[src/rtl/step_pulse_gen_pkg.sv]
// Shared command-word layout, widths and FSM encoding for the step/dir pulse generator.
package step_pkg;

    localparam int unsigned CMD_DIR_BIT = 31;
    localparam int unsigned CMD_H_MSB   = 30;
    localparam int unsigned CMD_H_LSB   = 16;
    localparam int unsigned CMD_N_MSB   = 15;
    localparam int unsigned CMD_N_LSB   = 0;

    localparam int unsigned H_WIDTH     = 15;
    localparam int unsigned N_WIDTH     = 16;
    localparam int unsigned SETUP_WIDTH = 8;

    localparam logic [1:0] S_IDLE  = 2'd0;
    localparam logic [1:0] S_SETUP = 2'd1;
    localparam logic [1:0] S_HIGH  = 2'd2;
    localparam logic [1:0] S_LOW   = 2'd3;

    typedef struct packed {
        logic               dir;
        logic [H_WIDTH-1:0] half;
        logic [N_WIDTH-1:0] count;
    } cmd_t;

    // A zero half-period would stall the timer, so it is promoted to one clock.
    function automatic logic [H_WIDTH-1:0] half_eff(input logic [H_WIDTH-1:0] h);
        return (h == '0) ? H_WIDTH'(1) : h;
    endfunction

endpackage

[src/rtl/step_pulse_gen_if.sv]
// Command/status bundle between the output register bank and the pulse generator.
interface step_pulse_gen_if #(
    parameter int unsigned DATA_WIDTH = 32
);
    logic [DATA_WIDTH-1:0] cmd_in;
    logic                  start_in;
    logic                  abort_in;
    logic                  step_out;
    logic                  dir_out;
    logic                  busy_out;
    logic                  done_out;
    logic [15:0]           steps_done_out;

    modport master (
        output cmd_in, start_in, abort_in,
        input  step_out, dir_out, busy_out, done_out, steps_done_out
    );

    modport slave (
        input  cmd_in, start_in, abort_in,
        output step_out, dir_out, busy_out, done_out, steps_done_out
    );
endinterface

[src/rtl/step_pulse_gen_timer.sv]
// Loadable down-counter; tc_c flags the last cycle of a loaded interval.
module step_timer #(
    parameter int unsigned WIDTH = 15
) (
    input  logic             clk,
    input  logic             rst,
    input  logic             load,
    input  logic [WIDTH-1:0] load_val,
    output logic             tc_c
);
    logic [WIDTH-1:0] count;

    // Count holds the cycles remaining in the interval, including the current one.
    always_ff @(posedge clk or posedge rst) begin
        if (rst) begin
            count <= '0;
        end else if (load) begin
            count <= load_val;
        end else if (count != '0) begin
            count <= count - WIDTH'(1);
        end
    end

    assign tc_c = (count == WIDTH'(1));

endmodule

[src/rtl/step_pulse_gen.sv]
// STEP/DIR pulse-train generator: direction setup delay, then N pulses of programmable half-period.
module step_pulse_gen
    import step_pkg::*;
#(
    parameter int unsigned DATA_WIDTH = 32,
    parameter int unsigned DIR_SETUP  = 4
) (
    input  logic             clk_in,
    input  logic             reset_in,
    step_pulse_gen_if.slave  bus
);

    logic [DATA_WIDTH-1:0] cmd_word;
    cmd_t                  cmd;

    logic [1:0]         state,      state_nxt;
    logic               step,       step_nxt;
    logic               dir,        dir_nxt;
    logic               busy,       busy_nxt;
    logic               done,       done_nxt;
    logic [N_WIDTH-1:0] steps_done, steps_done_nxt;
    logic [N_WIDTH-1:0] remaining,  remaining_nxt;
    logic [H_WIDTH-1:0] half,       half_nxt;

    logic setup_load_c;
    logic half_load_c;
    logic setup_tc_c;
    logic half_tc_c;

    assign cmd_word  = bus.cmd_in;
    assign cmd.dir   = cmd_word[CMD_DIR_BIT];
    assign cmd.half  = cmd_word[CMD_H_MSB:CMD_H_LSB];
    assign cmd.count = cmd_word[CMD_N_MSB:CMD_N_LSB];

    step_timer #(.WIDTH(SETUP_WIDTH)) u_setup_timer (
        .clk      (clk_in),
        .rst      (reset_in),
        .load     (setup_load_c),
        .load_val (SETUP_WIDTH'(DIR_SETUP)),
        .tc_c     (setup_tc_c)
    );

    step_timer #(.WIDTH(H_WIDTH)) u_half_timer (
        .clk      (clk_in),
        .rst      (reset_in),
        .load     (half_load_c),
        .load_val (half),
        .tc_c     (half_tc_c)
    );

    // Next-state and next-output logic.
    always_comb begin
        state_nxt      = state;
        step_nxt       = step;
        dir_nxt        = dir;
        busy_nxt       = busy;
        done_nxt       = done;
        steps_done_nxt = steps_done;
        remaining_nxt  = remaining;
        half_nxt       = half;
        setup_load_c   = 1'b0;
        half_load_c    = 1'b0;

        if (state != S_IDLE && bus.abort_in) begin
            state_nxt = S_IDLE;
            step_nxt  = 1'b0;
            busy_nxt  = 1'b0;
        end else begin
            case (state)
                S_IDLE: begin
                    if (bus.start_in) begin
                        dir_nxt        = cmd.dir;
                        half_nxt       = half_eff(cmd.half);
                        remaining_nxt  = cmd.count;
                        steps_done_nxt = '0;
                        done_nxt       = (cmd.count == '0);
                        if (cmd.count != '0) begin
                            state_nxt    = S_SETUP;
                            busy_nxt     = 1'b1;
                            setup_load_c = 1'b1;
                        end
                    end
                end
                S_SETUP: begin
                    if (setup_tc_c) begin
                        state_nxt   = S_HIGH;
                        step_nxt    = 1'b1;
                        half_load_c = 1'b1;
                    end
                end
                S_HIGH: begin
                    if (half_tc_c) begin
                        state_nxt   = S_LOW;
                        step_nxt    = 1'b0;
                        half_load_c = 1'b1;
                    end
                end
                S_LOW: begin
                    // A step is credited at the end of its low phase.
                    if (half_tc_c) begin
                        steps_done_nxt = (steps_done == '1) ? steps_done
                                                             : steps_done + N_WIDTH'(1);
                        remaining_nxt  = remaining - N_WIDTH'(1);
                        if (remaining == N_WIDTH'(1)) begin
                            state_nxt = S_IDLE;
                            busy_nxt  = 1'b0;
                            done_nxt  = 1'b1;
                        end else begin
                            state_nxt   = S_HIGH;
                            step_nxt    = 1'b1;
                            half_load_c = 1'b1;
                        end
                    end
                end
                default: begin
                    state_nxt = S_IDLE;
                    step_nxt  = 1'b0;
                    busy_nxt  = 1'b0;
                end
            endcase
        end
    end

    always_ff @(posedge clk_in or posedge reset_in) begin
        if (reset_in) begin
            state      <= S_IDLE;
            step       <= 1'b0;
            dir        <= 1'b0;
            busy       <= 1'b0;
            done       <= 1'b0;
            steps_done <= '0;
            remaining  <= '0;
            half       <= '0;
        end else begin
            state      <= state_nxt;
            step       <= step_nxt;
            dir        <= dir_nxt;
            busy       <= busy_nxt;
            done       <= done_nxt;
            steps_done <= steps_done_nxt;
            remaining  <= remaining_nxt;
            half       <= half_nxt;
        end
    end

    assign bus.step_out       = step;
    assign bus.dir_out        = dir;
    assign bus.busy_out       = busy;
    assign bus.done_out       = done;
    assign bus.steps_done_out = steps_done;

endmodule

[src/flat_wrapper.sv]
// flat-port wrapper written by rule: the top's interface ports become plain ports
module step_pulse_gen_flat import step_pkg::*;
#(
    parameter int unsigned DATA_WIDTH = 32,
    parameter int unsigned DIR_SETUP  = 4
)
  (clk_in, reset_in, bus_cmd_in, bus_start_in, bus_abort_in, bus_step_out, bus_dir_out, bus_busy_out, bus_done_out, bus_steps_done_out);
  step_pulse_gen_if #(.DATA_WIDTH(DATA_WIDTH)) bus_i ();
  input  logic clk_in;
  input  logic reset_in;
  input wire logic [$bits(bus_i.cmd_in)-1:0] bus_cmd_in;
  input wire logic [$bits(bus_i.start_in)-1:0] bus_start_in;
  input wire logic [$bits(bus_i.abort_in)-1:0] bus_abort_in;
  output wire logic [$bits(bus_i.step_out)-1:0] bus_step_out;
  output wire logic [$bits(bus_i.dir_out)-1:0] bus_dir_out;
  output wire logic [$bits(bus_i.busy_out)-1:0] bus_busy_out;
  output wire logic [$bits(bus_i.done_out)-1:0] bus_done_out;
  output wire logic [$bits(bus_i.steps_done_out)-1:0] bus_steps_done_out;
  assign bus_i.cmd_in = bus_cmd_in;
  assign bus_i.start_in = bus_start_in;
  assign bus_i.abort_in = bus_abort_in;
  assign bus_step_out = bus_i.step_out;
  assign bus_dir_out = bus_i.dir_out;
  assign bus_busy_out = bus_i.busy_out;
  assign bus_done_out = bus_i.done_out;
  assign bus_steps_done_out = bus_i.steps_done_out;
  step_pulse_gen #(.DATA_WIDTH(DATA_WIDTH), .DIR_SETUP(DIR_SETUP)) u_core (.clk_in(clk_in), .reset_in(reset_in), .bus(bus_i));
endmodule
[config.mk]
export PLATFORM = sky130hd
export DESIGN_NAME = step_pulse_gen_flat
export DESIGN_NICKNAME = d
export VERILOG_FILES = /design/src/rtl/step_pulse_gen_pkg.sv /design/src/rtl/step_pulse_gen_if.sv /design/src/rtl/step_pulse_gen_timer.sv /design/src/rtl/step_pulse_gen.sv /design/src/flat_wrapper.sv
export SDC_FILE = /design/constraint.sdc
export NUM_CORES = 1
export LEC_CHECK = 0
export CORE_ASPECT_RATIO = 0.7
export CORE_UTILIZATION = 40
export DETAILED_ROUTE_END_ITERATION = 10
export PLACE_DENSITY_LB_ADDON = 0.2
export SYNTH_ARGS = -nofsm -noshare
export SYNTH_HDL_FRONTEND = slang
export SYNTH_HIERARCHICAL = 1
export SYNTH_SLANG_ARGS = --single-unit
[constraint.sdc]
create_clock -name clk_in -period 2.9 [get_ports clk_in]
set_clock_uncertainty 0.05 [all_clocks]
set_input_delay 0.29 -clock clk_in [delete_from_list [all_inputs] [get_ports clk_in]]
set_output_delay 0.29 -clock clk_in [all_outputs]
set_load 0.005 [all_outputs]
==> results.ini <==
[run_status]
status=finished, final reports clean

[clock_network]
numCtsBuffers=9
clock_sink_count=76
clk-insertion-delay-late_ps=330
cts_tree=done
root_buffer=clkbuf_16
clk_path_buf_depth=2
htree_num_levels=3
hold_buf_count_cts=0
cts.reportedPaths.clkPinSlew_ps=60

[floorplan]
placement_rows=31
dieWidth_um=128.2
core_area_um2=10590
floorplan.die.height_um=90.35
design.die.area_um2=11580
pin_count=56
initial_utilization_pct=42.12

[layout]
antenna_cells_inserted=0
layout.cells.most_common_list=nand2_1 (79), dfrtp_1 (76), nor2_1 (58), clkdlybuf4s50_1 (55), a21oi_1 (28)
layout-area-overhead-vs-synth_pct=25.95
final_layout_size_suffix_gt1_share_pct=13.77
final_design_area_no_fill_um2=5618
final_common_cell=nand2_1
nets_finish=620

[setup_path]
crit_required_ps=3060
critPathCaptureType=flip-flop
setup.worst_path.class=flip-flop to flip-flop
crit_chain=or4_1, nor2_1, and3_1, inv_1, a21oi_1, o21ai_1, nor3_2, or3b_2, nor4_4, or3_1, o221a_1
critical_path.startpoint_type=flip-flop
cp_top_family=simple AND/OR/NAND/NOR gates
timing.critical_path.slowest_stage_cell=or4_1
cp_slowest_stage_delay_ps=580
cp.buffers_inverters=1
timing.critical_path.arrival_ps=2920
crit_path_max_fanout=6

[placement]
placedInstanceArea_um2=5298
hpwlAfterDp_um=8481
place_congestion=0.8967
placement.io_buffers=55

[detailed_routing]
drtPass1Iterations=4
wl_um=11290
routed_wire_length_per_instance_um=15.49
via_count=3958
antenna_left=0
drc=0
vias_per_cell=5.429
detail_route.iter0.violations=242

[global_route]
grt_first_pass_wirelength_um=19130
grt_pass1_vias=3811
grt-ovfl-total=0
groute.usage.overall_pct=21.02
grt_start_max_net_pins=24
grt_antenna_before_repair=0

[synthesis]
synth-simple-area-share_pct=28.16
xor_xnor_share_of_the_synthesized_area_pct=4.909
synth_ff_type=dfrtp_1
async_reset_ff_share_pct=100.0
yosys_synthesis_warning_count=6
synth_adder_area_share_pct=2.244
synth.area.mux_share_pct=0.8976
synth-edff-count=0
synthesis.instances=500
combinational_family_with_the_most_area_after_synthesis=simple AND/OR/NAND/NOR gates
syn_area_um2=4461
postSynthRegisterBits=76
synth.yosys.seq_area_share_pct=42.64
synth_compound_area_share_pct=16.61
yosysUniqueCellTypes=72
synth.avg_cell_area_um2=8.921

[timing]
slew_headroom_pct=56.56
worst_slew_pin_slew_ps=650.2
maxSlewViolCount=0
achievable-frequency_mhz=362.0
rsz0062_at_grt=no
period_needed_ps=2763
fin_setup_tns_ps=0
finalSetupViolations=0
post-route-period-util_pct=95.27
timing_hold_violations_final=0

[pwr]
power.leakage_nw=2.383
ir_drop_uv=311.6
power_density_nw_per_um2=676.4

[flow_run]
max_cap_violations=0

[hold_path]
hp-class=primary input to async pin

-- where the power goes --
part           switching [mW]  leakage [nW]  internal, mW
registers               0.262         0.933          1.33
clock network           0.421         0.149         0.710
logic                   0.569          1.30         0.505
-- path summary, 6_finish.rpt --
path,depth (start not counted),endpoint,slack [ps],from
worst max-delay path,11,u_core/u_half_timer/count[0]$_DFFE_PP0P_,140,u_core/u_half_timer/count[11]$_DFFE_PP0P_
worst min-delay path,2,u_core/u_setup_timer/count[7]$_DFFE_PP0P_,240,reset_in
worst max register to register,11,u_core/u_half_timer/count[0]$_DFFE_PP0P_,140,u_core/u_half_timer/count[11]$_DFFE_PP0P_
worst min register to register,2,u_core/half[6]$_DFFE_PP0P_,430,u_core/half[6]$_DFFE_PP0P_
max in group asynchronous,3,u_core/remaining[8]$_DFFE_PP0P_,1900,reset_in
min in group clk_in,2,u_core/half[6]$_DFFE_PP0P_,430,u_core/half[6]$_DFFE_PP0P_
-- cell families (layout without fill, tap and decap cells) --
logic type      Yosys count  count (layout)
simple gates            237             237
compound gates          106             106
flops                    76              76
buf+inv                  42             117
xor+xnor                 25              25
fa+ha+maj                 8               8
mux                       4               4
other cells               2               8
-- cells in the mapped netlist, drive strengths merged, types with 6 or more instances --
cell type	count	share of area [%]
a211oi	17	3.1
xor2	13	2.6
o21ai	22	2.5
inv	19	1.6
and3	6	0.87
nor2	61	5.4
or2	6	0.84
a21oi	28	3.1
nand4	9	1.4
dfrtp	76	43
nand2	79	6.6
xnor2	12	2.4
ha	8	2.2
clkbuf	8	0.67
or3	6	0.87
nor4	15	3.5
nor3	16	2.4
nand3	13	1.5
buf	15	2.1
-- final cells by class --
| class | instances | area (µm²) |
|---|---|---|
| fillers | 951 | 4971 |
| multi-input cells | 388 | 2402 |
| flip-flops and latches | 76 | 1902 |
| repair buffers | 82 | 753.2 |
| clock buffers | 12 | 256.5 |
| well taps | 148 | 185.2 |
| inverters | 19 | 71.32 |
| clock inverters | 4 | 47.55 |
-- flip-flops by register name, indices dropped and copies added (netlist names) --
register / flops
u_core/remaining: 16
u_core/state: 2
u_core/half: 15
u_core/u_setup_timer/count: 8
u_core/bus.busy_out: 1
u_core/bus.done_out: 1
u_core/bus.step_out: 1
u_core/bus.steps_done_out: 16
u_core/bus.dir_out: 1
u_core/u_half_timer/count: 15
-- per-layer routing --
metal	vias to the layer above	track usage [%]	part of all wire [%]
li1	1926	-	-
met1	1898	31.58	51
met2	119	30.09	43
met3	15	4.206	4.6
met4	0	6.275	1.3
met5	-	0	0
-- what timing repair did --
item	CTS	global route
buffers inserted	0	0
gates resized for setup	0	5
setup endpoints to repair	0	14
-- metrics by stage --
step                power, mW  instances  utilization, %  hold WS [ps]  setup WS, ps
finish                  3.800        729           53.05         240.1         137.3
global route            4.046        729           53.05         286.4         19.07
CTS                     3.823        729           52.90         256.3         1.201
detailed placement      2.669        713           50.03         420.1         26.23
global placement        2.631        713           50.03         409.6         67.69
floorplan               2.290        506               -         55.66         75.57
Note: power is estimated with default switching activity, not from simulation.
